`src/rtl/hdmi_island_scheduler.sv`:
```
// rtl/hdmi_island_scheduler.sv - HDMI data-island sequencer with packet arbitration and BCH ECC insertion
module hdmi_island_scheduler #(
    parameter int NUM_SRC     = 2,
    parameter int MAX_PACKETS = 2,
    parameter int MIN_CTRL    = 12
) (
    input  logic                   clk,
    input  logic                   reset,
    input  logic                   island_ok,
    input  logic                   hsync,
    input  logic                   vsync,
    input  logic [NUM_SRC-1:0]     src_ready,
    input  logic [NUM_SRC-1:0]     src_header,
    input  logic [2*NUM_SRC-1:0]   src_sub0,
    input  logic [2*NUM_SRC-1:0]   src_sub1,
    input  logic [2*NUM_SRC-1:0]   src_sub2,
    input  logic [2*NUM_SRC-1:0]   src_sub3,
    output logic [4:0]             aux_slot,
    output logic                   ae,
    output logic [NUM_SRC-1:0]     enable,
    output logic [1:0]             period,
    output logic [3:0]             ch0,
    output logic [3:0]             ch1,
    output logic [3:0]             ch2,
    output logic                   busy
);

    typedef enum logic [2:0] {
        S_IDLE, S_PREAMBLE, S_LEAD_GB, S_PACKET, S_TRAIL_GB, S_GAP
    } state_t;

    localparam logic [7:0] GAP_LAST = 8'(MIN_CTRL - 1);
    localparam logic [4:0] MAX_PKT  = 5'(MAX_PACKETS);

    state_t                 state_q, state_d;
    logic [7:0]             cnt_q, cnt_d;
    logic [NUM_SRC-1:0]     grant_q, grant_d;
    logic [4:0]             pkt_q, pkt_d;
    logic [4:0]             aux_slot_q, aux_slot_d;
    logic                   ae_q, ae_d, busy_q, busy_d;
    logic [NUM_SRC-1:0]     enable_q, enable_d;
    logic [NUM_SRC-1:0]     first_rdy, other_rdy, other_pick;
    logic [1:0]             per_s0;

    // Stage 1 aligns the state-machine view with the sources' registered bits.
    logic [1:0]             p1_period_q;
    logic [4:0]             p1_slot_q;
    logic [NUM_SRC-1:0]     p1_grant_q;
    logic                   p1_hsync_q, p1_vsync_q;

    logic [7:0]             e_hdr_q, e_hdr_d, hdr_base, sub_base;
    logic [3:0][7:0]        e_sub_q, e_sub_d;
    logic                   hdr_sel, hdr_out;
    logic [3:0][1:0]        sub_sel, sub_out;

    logic [1:0]             period_q;
    logic [3:0]             ch0_q, ch0_d, ch1_q, ch1_d, ch2_q, ch2_d;

    function automatic logic [7:0] lfsr_step(input logic [7:0] e, input logic b);
        logic fb;
        fb = b ^ e[0];
        return (e >> 1) ^ (fb ? 8'h83 : 8'h00);
    endfunction

    // Lowest set bit wins: x & -x isolates it.
    assign first_rdy  = src_ready & (~src_ready + NUM_SRC'(1));
    assign other_rdy  = src_ready & ~grant_q;
    assign other_pick = other_rdy & (~other_rdy + NUM_SRC'(1));

    assign aux_slot = aux_slot_q;
    assign ae       = ae_q;
    assign enable   = enable_q;
    assign busy     = busy_q;
    assign period   = period_q;
    assign ch0      = ch0_q;
    assign ch1      = ch1_q;
    assign ch2      = ch2_q;

    // Island sequencing, arbitration and next-cycle request outputs.
    always_comb begin
        state_d = state_q;
        cnt_d   = cnt_q + 8'd1;
        grant_d = grant_q;
        pkt_d   = pkt_q;
        case (state_q)
            S_IDLE: begin
                cnt_d = 8'd0;
                if (island_ok && |src_ready) state_d = S_PREAMBLE;
            end
            S_PREAMBLE: if (cnt_q == 8'd7) begin
                state_d = S_LEAD_GB;
                cnt_d   = 8'd0;
            end
            S_LEAD_GB: if (cnt_q == 8'd1) begin
                state_d = S_PACKET;
                cnt_d   = 8'd0;
                grant_d = first_rdy;
                pkt_d   = 5'd1;
            end
            S_PACKET: if (cnt_q == 8'd31) begin
                cnt_d = 8'd0;
                if (pkt_q < MAX_PKT && |other_rdy) begin
                    grant_d = other_pick;
                    pkt_d   = pkt_q + 5'd1;
                end else begin
                    state_d = S_TRAIL_GB;
                    grant_d = '0;
                end
            end
            S_TRAIL_GB: if (cnt_q == 8'd1) begin
                state_d = S_GAP;
                cnt_d   = 8'd0;
            end
            S_GAP: if (cnt_q == GAP_LAST) begin
                state_d = S_IDLE;
                cnt_d   = 8'd0;
            end
            default: begin
                state_d = S_IDLE;
                cnt_d   = 8'd0;
            end
        endcase
        ae_d       = (state_d == S_PACKET);
        enable_d   = ae_d ? grant_d : '0;
        aux_slot_d = ae_d ? cnt_d[4:0] : 5'd0;
        busy_d     = (state_d != S_IDLE);
    end

    // Period code of the current state, before the two-stage delay.
    always_comb begin
        case (state_q)
            S_PREAMBLE:             per_s0 = 2'd1;
            S_LEAD_GB, S_TRAIL_GB:  per_s0 = 2'd2;
            S_PACKET:               per_s0 = 2'd3;
            default:                per_s0 = 2'd0;
        endcase
    end

    // Select the granted source's bits, run the ECC LFSRs and substitute parity in the tail slots.
    always_comb begin
        hdr_sel  = |(src_header & p1_grant_q);
        sub_sel  = '0;
        for (int i = 0; i < NUM_SRC; i++) begin
            if (p1_grant_q[i]) begin
                sub_sel[0] = sub_sel[0] | src_sub0[2*i +: 2];
                sub_sel[1] = sub_sel[1] | src_sub1[2*i +: 2];
                sub_sel[2] = sub_sel[2] | src_sub2[2*i +: 2];
                sub_sel[3] = sub_sel[3] | src_sub3[2*i +: 2];
            end
        end
        hdr_base = (p1_slot_q == 5'd0) ? 8'h00 : e_hdr_q;
        hdr_out  = hdr_sel;
        e_hdr_d  = e_hdr_q;
        if (p1_period_q == 2'd3) begin
            if (p1_slot_q < 5'd24) begin
                e_hdr_d = lfsr_step(hdr_base, hdr_sel);
            end else begin
                e_hdr_d = hdr_base;
                hdr_out = hdr_base[p1_slot_q[2:0]];
            end
        end
        sub_base = 8'h00;
        sub_out  = sub_sel;
        e_sub_d  = e_sub_q;
        for (int k = 0; k < 4; k++) begin
            sub_base = (p1_slot_q == 5'd0) ? 8'h00 : e_sub_q[k];
            if (p1_period_q == 2'd3) begin
                if (p1_slot_q < 5'd28) begin
                    e_sub_d[k] = lfsr_step(lfsr_step(sub_base, sub_sel[k][0]), sub_sel[k][1]);
                end else begin
                    e_sub_d[k] = sub_base;
                    sub_out[k] = {sub_base[{p1_slot_q[1:0], 1'b1}], sub_base[{p1_slot_q[1:0], 1'b0}]};
                end
            end
        end
    end

    // Encoder words for the period carried by stage 1.
    always_comb begin
        ch0_d = {2'b00, p1_vsync_q, p1_hsync_q};
        ch1_d = 4'd0;
        ch2_d = 4'd0;
        if (p1_period_q == 2'd3) begin
            ch0_d = {p1_slot_q != 5'd0, hdr_out, p1_vsync_q, p1_hsync_q};
            ch1_d = {sub_out[3][0], sub_out[2][0], sub_out[1][0], sub_out[0][0]};
            ch2_d = {sub_out[3][1], sub_out[2][1], sub_out[1][1], sub_out[0][1]};
        end else if (p1_period_q == 2'd2) begin
            ch0_d = {2'b11, p1_vsync_q, p1_hsync_q};
        end
    end

    // Syncs ride the same two-stage delay as the payload and keep flowing through reset.
    always_ff @(posedge clk) begin
        p1_hsync_q <= hsync;
        p1_vsync_q <= vsync;
    end

    // State, request outputs, pipeline and ECC registers.
    always_ff @(posedge clk) begin
        if (reset) begin
            state_q     <= S_IDLE;
            cnt_q       <= 8'd0;
            grant_q     <= '0;
            pkt_q       <= 5'd0;
            aux_slot_q  <= 5'd0;
            ae_q        <= 1'b0;
            enable_q    <= '0;
            busy_q      <= 1'b0;
            p1_period_q <= 2'd0;
            p1_slot_q   <= 5'd0;
            p1_grant_q  <= '0;
            e_hdr_q     <= 8'h00;
            e_sub_q     <= '0;
            period_q    <= 2'd0;
            ch0_q       <= {2'b00, p1_vsync_q, p1_hsync_q};
            ch1_q       <= 4'd0;
            ch2_q       <= 4'd0;
        end else begin
            state_q     <= state_d;
            cnt_q       <= cnt_d;
            grant_q     <= grant_d;
            pkt_q       <= pkt_d;
            aux_slot_q  <= aux_slot_d;
            ae_q        <= ae_d;
            enable_q    <= enable_d;
            busy_q      <= busy_d;
            p1_period_q <= per_s0;
            p1_slot_q   <= aux_slot_q;
            p1_grant_q  <= enable_q;
            e_hdr_q     <= e_hdr_d;
            e_sub_q     <= e_sub_d;
            period_q    <= p1_period_q;
            ch0_q       <= ch0_d;
            ch1_q       <= ch1_d;
            ch2_q       <= ch2_d;
        end
    end

endmodule

```
`config.mk`:
```
export PLATFORM = sky130hd
export DESIGN_NAME = hdmi_island_scheduler
export DESIGN_NICKNAME = d
export VERILOG_FILES = /design/src/rtl/hdmi_island_scheduler.sv
export SDC_FILE = /design/constraint.sdc
export NUM_CORES = 1
export LEC_CHECK = 0
export BUFFER_PORTS_ARGS = -buffer_cell sky130_fd_sc_hd__buf_4
export CAP_MARGIN = 0
export CORE_UTILIZATION = 40
export CTS_BUF_LIST = sky130_fd_sc_hd__clkbuf_2 sky130_fd_sc_hd__clkbuf_4 sky130_fd_sc_hd__clkbuf_8
export CTS_CLUSTER_SIZE = 40
export DETAILED_ROUTE_END_ITERATION = 12
export PLACE_DENSITY = 0.59
export SYNTH_ARGS = -nofsm -noshare
export SYNTH_HDL_FRONTEND = slang
export SYNTH_SLANG_ARGS = --single-unit
```
`constraint.sdc`:
```
create_clock -name clk -period 1.9 [get_ports clk]
set_clock_uncertainty 0.05 [all_clocks]
set_input_delay 0.38 -clock clk [delete_from_list [all_inputs] [get_ports clk]]
set_output_delay 0.38 -clock clk [all_outputs]
set_load 0.02 [all_outputs]
```
==> results of run 1 <==
routing by layer:
metal | vias up | share of wire
li1 | 1879 | -
met1 | 1732 | 0.48
met2 | 96 | 0.45
met3 | 13 | 0.055
met4 | 0 | 0.015
met5 | - | 0
power breakdown:
group / internal [mW] / switching (mW) / total (mW) / leakage [nW]
sequential: 1.94 / 0.0117 / 1.95 / 0.748
clock: 0.735 / 0.684 / 1.42 / 0.105
combinational: 0.0806 / 0.0797 / 0.160 / 1.17
cell families after synthesis:
| group | count (synthesis) | share of synthesized area |
|---|---|---|
| XOR/XNOR | 37 | 0.0765 |
| AO/OA/AOI/OAI | 136 | 0.212 |
| multiplexers | 10 | 0.0257 |
| buffers and inverters | 36 | 0.0390 |
| adder cells (fa/ha/maj) | 3 | 0.00886 |
| flip-flops | 92 | 0.435 |
| AND/OR/NAND/NOR | 176 | 0.203 |
cell type report:
type	count	area share
clock buffers	9	0.0230
clock inverters	6	0.0167
inverters	3	0.00209
multi-input cells	363	0.452
flip-flops and latches	92	0.345
well taps	136	0.0316
repair buffers	92	0.129
synth_stat cells, drive strengths merged (2+ instances only):
| cell | number |
|---|---|
| nor4bb | 2 |
| clkbuf | 22 |
| xnor2 | 9 |
| a221o | 2 |
| nand3 | 14 |
| a41oi | 2 |
| a211oi | 8 |
| mux2 | 7 |
| a31oi | 4 |
| ha | 3 |
| nand3b | 4 |
| nand4b | 3 |
| xor2 | 28 |
| nor2 | 60 |
| a211o | 3 |
| nor2b | 13 |
| a21oi | 51 |
| a2111o | 2 |
| nor4 | 2 |
| buf | 11 |
| a221oi | 7 |
| a22oi | 25 |
| mux2i | 3 |
| dfxtp | 92 |
| a31o | 2 |
| o21ai | 21 |
| inv | 3 |
| nand2b | 8 |
| and3 | 2 |
| nor3 | 10 |
| nand2 | 46 |
| or3 | 3 |
| nor3b | 2 |
| or2 | 2 |
timing repair:
item	CTS	global route
gates resized for setup	8	41
endpoints found under the hold margin	0	0
endpoints found under the setup margin	17	46
pin swaps	1	15
cloned	0	1
buffers inserted	1	2
hold buffers	0	0
worst max-delay path by stage:
stage / startpoint / slack [ns] / to
CTS: cnt_q[1]$_SDFF_PP0_ / -0.002 / cnt_q[2]$_SDFF_PP0_
finish: cnt_q[1]$_SDFF_PP0_ / -0.07 / cnt_q[2]$_SDFF_PP0_
global placement: cnt_q[7]$_SDFF_PP0_ / -0.03 / busy$_SDFF_PP0_
detailed placement: cnt_q[1]$_SDFF_PP0_ / -0.06 / enable[0]$_SDFF_PP0_
floorplan: cnt_q[1]$_SDFF_PP0_ / 0.0002 / cnt_q[3]$_SDFF_PP0_
global route: cnt_q[1]$_SDFF_PP0_ / -0.1 / cnt_q[2]$_SDFF_PP0_
flip-flops by register name, indices dropped and copies added (netlist names), 3 cells and up:
register,cells
e_sub_q,32
state_q,3
pkt_q,5
cnt_q,8
ch0,4
aux_slot,5
ch1,4
p1_slot_q,5
e_hdr_q,8
ch2,4
per-stage QoR:
step            util  instance area, um2  setup slack [ns]  setup TNS [ns]  cells
6_report       0.524                5380           -0.0655          -0.438    701
5_1_grt        0.524                5380           -0.0989          -0.907    701
4_1_cts        0.504                5180          -0.00195        -0.00195    698
3_5_place_dp   0.480                4930           -0.0555          -0.548    682
3_3_place_gp   0.480                4930           -0.0256         -0.0929    682
2_1_floorplan      -                4270          0.000159               0    490
critical path: stages, from the launching register on:
cell	delay (ns)
dfxtp_4	0.36
inv_2	0.06
ha_4	0.12
or3b_4	0.37
a2111o_1	0.48
a211oi_2	0.22
nand2b_4	0.17
nor2_2	0.03
==> impl_metrics.env, run 1 <==
export IMPL_status="finished, violations left"
export IMPL_violations="setup timing"
export IMPL_grtUsageMet3=0.0399
export IMPL_gp_congestion=0.836
export IMPL_syn_area_mm2=0.00424
export IMPL_grt_pass1_vias=3417
export IMPL_die_x_um=105
export IMPL_ys_warn_count=0
export IMPL_viasPerCell=5.31
export IMPL_drt_pass1_iterations=6
export IMPL_maxCapViolCount=0
export IMPL_drv_slew=0
export IMPL_relSlewSlack=0.567
export IMPL_end_kind="flip-flop"
export IMPL_cts_path_max_buffers=2
export IMPL_holdPathStages=1
export IMPL_fin_nets=589
export IMPL_crit_required_ns=2.10
export IMPL_start_util=0.412
export IMPL_clock_latency_ns=0.36
export IMPL_die_area_mm2=0.0110
export IMPL_yosysTopAreaCellShare=0.435
export IMPL_wirelength_mm=10.6
export IMPL_crit_fanout=3
export IMPL_worstSetupStartpointType="flip-flop"
export IMPL_grtUsageMet1=0.265
export IMPL_rr_worst_depth=7
export IMPL_min_to="p1_vsync_q$_DFF_P_"
export IMPL_hold_class="in -> reg"
export IMPL_detailed_place_hpwl_mm=7.24
export IMPL_cp_data_arrival_time_ns=2.17
export IMPL_rsz0062_at_grt="yes"
export IMPL_avgRoutedWirePerCell_um=15.1
export IMPL_core_mm2=0.0103
export IMPL_met2_usage=0.293
export IMPL_synth_nets=518
export IMPL_grt_max_degree=34
export IMPL_ys_seq_area_frac=0.435
export IMPL_synth_top_area_cell="dfxtp_1"
export IMPL_layout_common_cells="buf_4 (91), dfxtp_1 (83), nor2_1 (54)"
export IMPL_power_mw=3.53
export IMPL_drive_above_1_share=0.301
export IMPL_period_minus_slack_ns=1.97
export IMPL_setup_viol=11
export IMPL_async_flop_share=0
export IMPL_h_tree_depth=3
export IMPL_r2r_start="cnt_q[1]$_SDFF_PP0_"
export IMPL_grt_antenna_before_repair=0
export IMPL_ios=48
export IMPL_drt_iter0_drc=169
export IMPL_grt_util_all_layers=0.192
export IMPL_antenna_left=0
export IMPL_io_buffers=47
export IMPL_fillers=991
export IMPL_dieHeight_um=105
export IMPL_synthDistinctLibCells=56
export IMPL_fin_crit_sh=1.03
export IMPL_powerDensity_mw_per_mm2=655
export IMPL_multi_input_area_mm2=0.00243
export IMPL_netlist_top_cells_area="dfxtp_1 (43%), a21oi_1 (6.0%), xor2_1 (5.8%)"
export IMPL_p_leak_nw=2.02
export IMPL_layout_commonest_cell="buf_4"
export IMPL_grt_pass1_wl_mm=16.8
export IMPL_path_clk_slew_ns=0.09
export IMPL_synth_edff_count=0
export IMPL_r2r_end="cnt_q[2]$_SDFF_PP0_"
export IMPL_fmaxAchievable_mhz=509
export IMPL_gr_total_overflow=0
export IMPL_worstSetupPathType="reg -> reg"
export IMPL_syn_avg_cell_area_um2=8.65
export IMPL_ys_flop_type="dfxtp_1"
export IMPL_synth_seq_cells=92
export IMPL_hold_viol=0
export IMPL_cts_sinks=92
export IMPL_antenna_cells=0
export IMPL_syn_to_final_growth_pct=27.1
export IMPL_hold_slack_ns=0.0644
export IMPL_rrSetupSlack_ns=-0.07
export IMPL_cts_tree="done"
export IMPL_seq_area_mm2=0.00186
export IMPL_vias=3720
export IMPL_netlist_instances=490
export IMPL_num_rows=37
export IMPL_grt_busiest_layer="met2"
export IMPL_worstHoldStart="vsync"
export IMPL_route_detailed_drc=0
export IMPL_worstMarginPinSlew_ns=0.648
export IMPL_ir_drop_mv=0.318
export IMPL_setup_ws_ns=-0.0655
export IMPL_cts_root_buf="clkbuf_8"
export IMPL_cts_made_buffers=9
(Power assumes the default switching activity.)
==> inputs of run 2 (changes only) <==
--- a/config.mk
+++ b/config.mk
@@ -7,6 +7,7 @@
 export LEC_CHECK = 0
 export BUFFER_PORTS_ARGS = -buffer_cell sky130_fd_sc_hd__buf_4
 export CAP_MARGIN = 0
+export CORE_MARGIN = 3
 export CORE_UTILIZATION = 40
 export CTS_BUF_LIST = sky130_fd_sc_hd__clkbuf_2 sky130_fd_sc_hd__clkbuf_4 sky130_fd_sc_hd__clkbuf_8
 export CTS_CLUSTER_SIZE = 40
@@ -15,3 +16,4 @@
 export SYNTH_ARGS = -nofsm -noshare
 export SYNTH_HDL_FRONTEND = slang
 export SYNTH_SLANG_ARGS = --single-unit
+export TNS_END_PERCENT = 5
==> impl_metrics.env, run 2 (synthesis gave the netlist of run 1 again) <==
export IMPL_fin_nets=586
export IMPL_grt_max_degree=29
export IMPL_setup_viol=0
export IMPL_cts_tree="done"
export IMPL_postLayoutCoreUtil=0.528
export IMPL_route_detailed_drc=0
export IMPL_regMostFlops="e_sub_q"
export IMPL_worstSetupStartpointType="flip-flop"
export IMPL_grt_util_all_layers=0.185
export IMPL_rsz0062_at_grt="yes"
export IMPL_antenna_left=0
export IMPL_cts_path_max_buffers=2
export IMPL_layout_common_cells="buf_4 (89), dfxtp_1 (87), nor2_1 (58)"
export IMPL_fin_crit_sh=0.974
export IMPL_dieHeight_um=109
export IMPL_hold_class="in -> reg"
export IMPL_die_x_um=109
export IMPL_core_mm2=0.0100
export IMPL_drt_pass1_iterations=5
export IMPL_fmaxAchievable_mhz=541
export IMPL_viasPerCell=5.29
export IMPL_clock_latency_ns=0.38
export IMPL_p_leak_nw=2.01
export IMPL_rr_worst_depth=6
export IMPL_reg_largest_list="e_sub_q (32), cnt_q (8), e_hdr_q (8)"
export IMPL_end_kind="flip-flop"
export IMPL_wirelength_mm=10.4
export IMPL_largest_reg_flops=32
export IMPL_layout_commonest_cell="buf_4"
export IMPL_ir_drop_mv=0.631
export IMPL_gr_total_overflow=0
export IMPL_drive_above_1_share=0.272
export IMPL_syn_to_final_growth_pct=25.2
export IMPL_worstMarginPinSlew_ns=0.649
export IMPL_cts_sinks=92
export IMPL_min_to="p1_hsync_q$_DFF_P_"
export IMPL_r2r_start="p1_slot_q[2]$_SDFF_PP0_"
export IMPL_drv_slew=0
export IMPL_path_clk_slew_ns=0.10
export IMPL_r2r_end="e_sub_q[9]$_SDFFE_PP0P_"
export IMPL_maxCapViolCount=0
export IMPL_powerDensity_mw_per_mm2=680
export IMPL_start_util=0.422
export IMPL_tns_ns=0
export IMPL_period_minus_slack_ns=1.85
export IMPL_cts_root_buf="clkbuf_8"
export IMPL_h_tree_depth=3
export IMPL_crit_required_ns=2.16
export IMPL_vias=3679
export IMPL_relSlewSlack=0.567
export IMPL_io_buffers=47
export IMPL_place_ws_ns=-0.0624
export IMPL_antenna_cells=0
export IMPL_worstSetupPathType="reg -> reg"
export IMPL_drt_iter0_drc=176
export IMPL_fillers=943
export IMPL_gp_congestion=0.829
export IMPL_num_rows=36
export IMPL_grt_antenna_before_repair=0
export IMPL_avgRoutedWirePerCell_um=14.9
export IMPL_grt_pass1_vias=3501
export IMPL_crit_fanout=8
export IMPL_hold_viol=0
export IMPL_die_area_mm2=0.0119
export IMPL_cts_made_buffers=9
export IMPL_status="finished clean"
export IMPL_setup_ws_ns=0.0499
export IMPL_rrSetupSlack_ns=0.05
export IMPL_cp_data_arrival_time_ns=2.11
export IMPL_worstHoldStart="hsync"
export IMPL_grt_pass1_wl_mm=17.2
export IMPL_ios=48
export IMPL_holdPathStages=1
export IMPL_detailed_place_hpwl_mm=7.37
run 2: cell count changes in the layout (fill, tap and decap cells not counted), moves of 2 or more:
cell / previous run / this run
dfxtp_1: 83 / 87
nor2_1: 54 / 58
nor2_2: 6 / 2
buf_4: 91 / 89
dfxtp_2: 7 / 5
dfxtp_4: 2 / 0
inv_6: 0 / 2
nor3_1: 6 / 8
nor3_2: 4 / 2
run 2: power breakdown:
group          leakage, nW  switching, mW  total, mW  internal (mW)
sequential           0.745        0.00675       1.95           1.94
combinational         1.15         0.0769      0.153         0.0765
clock                0.116          0.744       1.51          0.763
total                 2.01          0.828       3.61           2.78
run 2: what timing repair did:
item / in CTS / in global routing
endpoints found under the setup margin: 17 / 46
gates cloned: 0 / 0
pin swaps: 4 / 9
hold endpoints to repair: 0 / 0
hold buffers: 0 / 0
buffers inserted: 1 / 0
resized for setup: 9 / 19
run 2: critical path, stage by stage (launching register included):
cell and delay, ns:
dfxtp_1 0.33, or4_4 0.58, buf_4 0.20, o21ai_2 0.15, xnor2_2 0.10, xor2_1 0.17
a211oi_1 0.21
run 2: metal layers:
metal,vias up,share of wire,track usage
li1,1876,-,-
met1,1720,0.48,0.253
met2,76,0.46,0.288
met3,7,0.052,0.0551
met4,0,0.0061,0.0406
met5,-,0,0
run 2: worst max path at each step:
| stage | slack [ns] | cells after the start | from | to |
|---|---|---|---|---|
| 2_1_floorplan | -0.04 | 8 | cnt_q[0]$_SDFF_PP0_ | aux_slot[3]$_SDFF_PP0_ |
| 3_3_place_gp | -0.03 | 6 | cnt_q[0]$_SDFF_PP0_ | enable[0]$_SDFF_PP0_ |
| 3_5_place_dp | -0.06 | 6 | cnt_q[0]$_SDFF_PP0_ | enable[0]$_SDFF_PP0_ |
| 4_1_cts | -0.009 | 7 | cnt_q[1]$_SDFF_PP0_ | cnt_q[2]$_SDFF_PP0_ |
| 5_1_grt | -0.07 | 6 | p1_slot_q[2]$_SDFF_PP0_ | e_sub_q[9]$_SDFFE_PP0P_ |
| 6_report | 0.05 | 6 | p1_slot_q[2]$_SDFF_PP0_ | e_sub_q[9]$_SDFFE_PP0P_ |
run 2: cell type report:
type / count / area [um2] / area share
clock inverter: 7 / 106 / 0.0201
tap: 133 / 166 / 0.0314
sequential: 92 / 1850 / 0.349
timing repair buffer: 90 / 679 / 0.128
clock buffer: 9 / 124 / 0.0234
multi-input combinational: 362 / 2370 / 0.446
inverter: 3 / 11.3 / 0.00212
run 2: metrics by stage:
stage,hold WS (ns),power (mW),cell area (um2),cells
final,0.0520,3.61,5300,696
after global routing,0.0198,3.76,5300,696
after detailed placement,0.267,2.14,4930,679
after global placement,0.265,2.13,4930,679
after CTS,0.0338,3.66,5210,696
after floorplan,0.260,2.06,4250,490
==> inputs of run 3 (changes only) <==
--- a/config.mk
+++ b/config.mk
@@ -13,6 +13,8 @@
 export CTS_CLUSTER_SIZE = 40
 export DETAILED_ROUTE_END_ITERATION = 12
 export PLACE_DENSITY = 0.59
+export RECOVER_POWER = 100
+export SLEW_MARGIN = 20
 export SYNTH_ARGS = -nofsm -noshare
 export SYNTH_HDL_FRONTEND = slang
 export SYNTH_SLANG_ARGS = --single-unit
==> impl_metrics.env, run 3 (synthesis gave the netlist of run 1 again) <==
export IMPL_grt_pass1_vias=3501
export IMPL_die_x_um=109
export IMPL_dieHeight_um=109
export IMPL_clock_latency_ns=0.38
export IMPL_crit_required_ns=2.15
export IMPL_layout_common_cells="dfxtp_1 (87), nor2_1 (58), buf_4 (58)"
export IMPL_postCtsHoldBufs=0
export IMPL_h_tree_depth=3
export IMPL_viasPerCell=5.29
export IMPL_crit_path_max_incr_delay_ns=0.58
export IMPL_period_minus_slack_ns=1.86
export IMPL_postLayoutCoreUtil=0.516
export IMPL_layout_commonest_cell="dfxtp_1"
export IMPL_powerDensity_mw_per_mm2=694
export IMPL_rr_worst_depth=6
export IMPL_ios=48
export IMPL_status="finished clean"
export IMPL_start_util=0.422
export IMPL_cts_tree="done"
export IMPL_fin_crit_sh=0.980
export IMPL_syn_to_final_growth_pct=22.2
export IMPL_grt_util_all_layers=0.185
export IMPL_fin_nets=586
export IMPL_antenna_cells=0
export IMPL_grt_antenna_before_repair=0
export IMPL_hold_class="in -> reg"
export IMPL_grt_pass1_wl_mm=17.2
export IMPL_cp_data_arrival_time_ns=2.11
export IMPL_vias=3680
export IMPL_ir_drop_mv=0.631
export IMPL_gr_total_overflow=0
export IMPL_hold_viol=0
export IMPL_detailed_place_hpwl_mm=7.37
export IMPL_path_cells="or4_4, buf_4, o21ai_2, xnor2_2, xor2_1, a211oi_1"
export IMPL_reg_largest_list="e_sub_q (32), cnt_q (8), e_hdr_q (8)"
export IMPL_crit_fanout=8
export IMPL_r2r_end="e_sub_q[9]$_SDFFE_PP0P_"
export IMPL_fmaxAchievable_mhz=537
export IMPL_r2r_start="p1_slot_q[2]$_SDFF_PP0_"
export IMPL_worstHoldStart="hsync"
export IMPL_rsz0062_at_grt="yes"
export IMPL_worstMarginPinSlew_ns=0.831
export IMPL_cp_slowest_cell="or4_4"
export IMPL_grt_max_degree=29
export IMPL_end_kind="flip-flop"
export IMPL_cts_path_max_buffers=2
export IMPL_drv_slew=0
export IMPL_core_mm2=0.0100
export IMPL_cts_sinks=92
export IMPL_min_to="p1_hsync_q$_DFF_P_"
export IMPL_tns_ns=0
export IMPL_worstSetupStartpointType="flip-flop"
export IMPL_maxCapViolCount=0
export IMPL_wirelength_mm=10.4
export IMPL_io_buffers=47
export IMPL_antenna_left=0
export IMPL_setup_viol=0
export IMPL_drt_pass1_iterations=4
export IMPL_die_area_mm2=0.0119
export IMPL_rrSetupSlack_ns=0.04
export IMPL_fillers=964
export IMPL_num_rows=36
export IMPL_route_detailed_drc=0
export IMPL_path_clk_slew_ns=0.09
export IMPL_cts_root_buf="clkbuf_8"
export IMPL_holdPathStages=1
export IMPL_p_leak_nw=1.89
export IMPL_worstSetupPathType="reg -> reg"
export IMPL_avgRoutedWirePerCell_um=14.9
export IMPL_drt_iter0_drc=210
export IMPL_largest_reg_flops=32
export IMPL_relSlewSlack=0.446
export IMPL_drive_above_1_share=0.218
export IMPL_gp_congestion=0.829
export IMPL_cts_made_buffers=9
export IMPL_regMostFlops="e_sub_q"
## run 3: cell type report
cell class              count  area [um2]  share of cell area
repair buffers             90         573               0.111
multi-input cells         362        2350               0.454
well taps                 133         166              0.0321
inverters                   3        11.3             0.00217
clock inverters             7         106              0.0205
flip-flops and latches     92        1850               0.357
clock buffers               9         124              0.0239
## run 3: worst max-delay path by stage
| stage | slack, ns | endpoint | from | cells past startpoint |
|---|---|---|---|---|
| after floorplan | -0.04 | aux_slot[3]$_SDFF_PP0_ | cnt_q[0]$_SDFF_PP0_ | 8 |
| after global placement | -0.03 | enable[0]$_SDFF_PP0_ | cnt_q[0]$_SDFF_PP0_ | 6 |
| after detailed placement | -0.06 | enable[0]$_SDFF_PP0_ | cnt_q[0]$_SDFF_PP0_ | 6 |
| after CTS | -0.009 | cnt_q[2]$_SDFF_PP0_ | cnt_q[1]$_SDFF_PP0_ | 7 |
| after global routing | -0.07 | e_sub_q[9]$_SDFFE_PP0P_ | p1_slot_q[2]$_SDFF_PP0_ | 6 |
| final | 0.04 | e_sub_q[9]$_SDFFE_PP0P_ | p1_slot_q[2]$_SDFF_PP0_ | 6 |
## run 3: through the flow
step	std cells	instance area (um2)	setup slack (ns)	hold slack, ns	power [mW]
after floorplan	490	4250	-0.0434	0.260	2.06
final	696	5180	0.0389	0.0745	3.59
after detailed placement	679	4930	-0.0624	0.267	2.14
after CTS	696	5210	-0.00946	0.0338	3.66
after global routing	696	5180	-0.0668	0.0423	3.75
after global placement	679	4930	-0.0267	0.265	2.13
## run 3: metal layers
metal / GRT usage / up-vias / wire length [um]
li1: - / 1884 / -
met3: 0.0551 / 7 / 552
met1: 0.253 / 1714 / 5020
met4: 0.0406 / 0 / 61
met5: 0 / - / 0
met2: 0.288 / 75 / 4770
## run 3: critical path, delay by kind of cell (launching register included)
kind,cells,cell delay [ns]
AO/OA/AOI/OAI,2,0.37
XOR/XNOR,2,0.27
buffers and inverters,1,0.20
flip-flops,1,0.33
AND/OR/NAND/NOR,1,0.58
## run 3: where the power goes
part	leakage [nW]	switching, mW	internal, mW	total (mW)
clock	0.116	0.739	0.763	1.50
sequential	0.745	0.00658	1.94	1.95
combinational	1.03	0.0761	0.0705	0.147
total	1.89	0.822	2.77	3.59
## run 3: repair_timing
action                     CTS  global route
resized for setup            9            19
pin swaps                    4             9
setup endpoints to repair   17            46
setup buffers                1             0
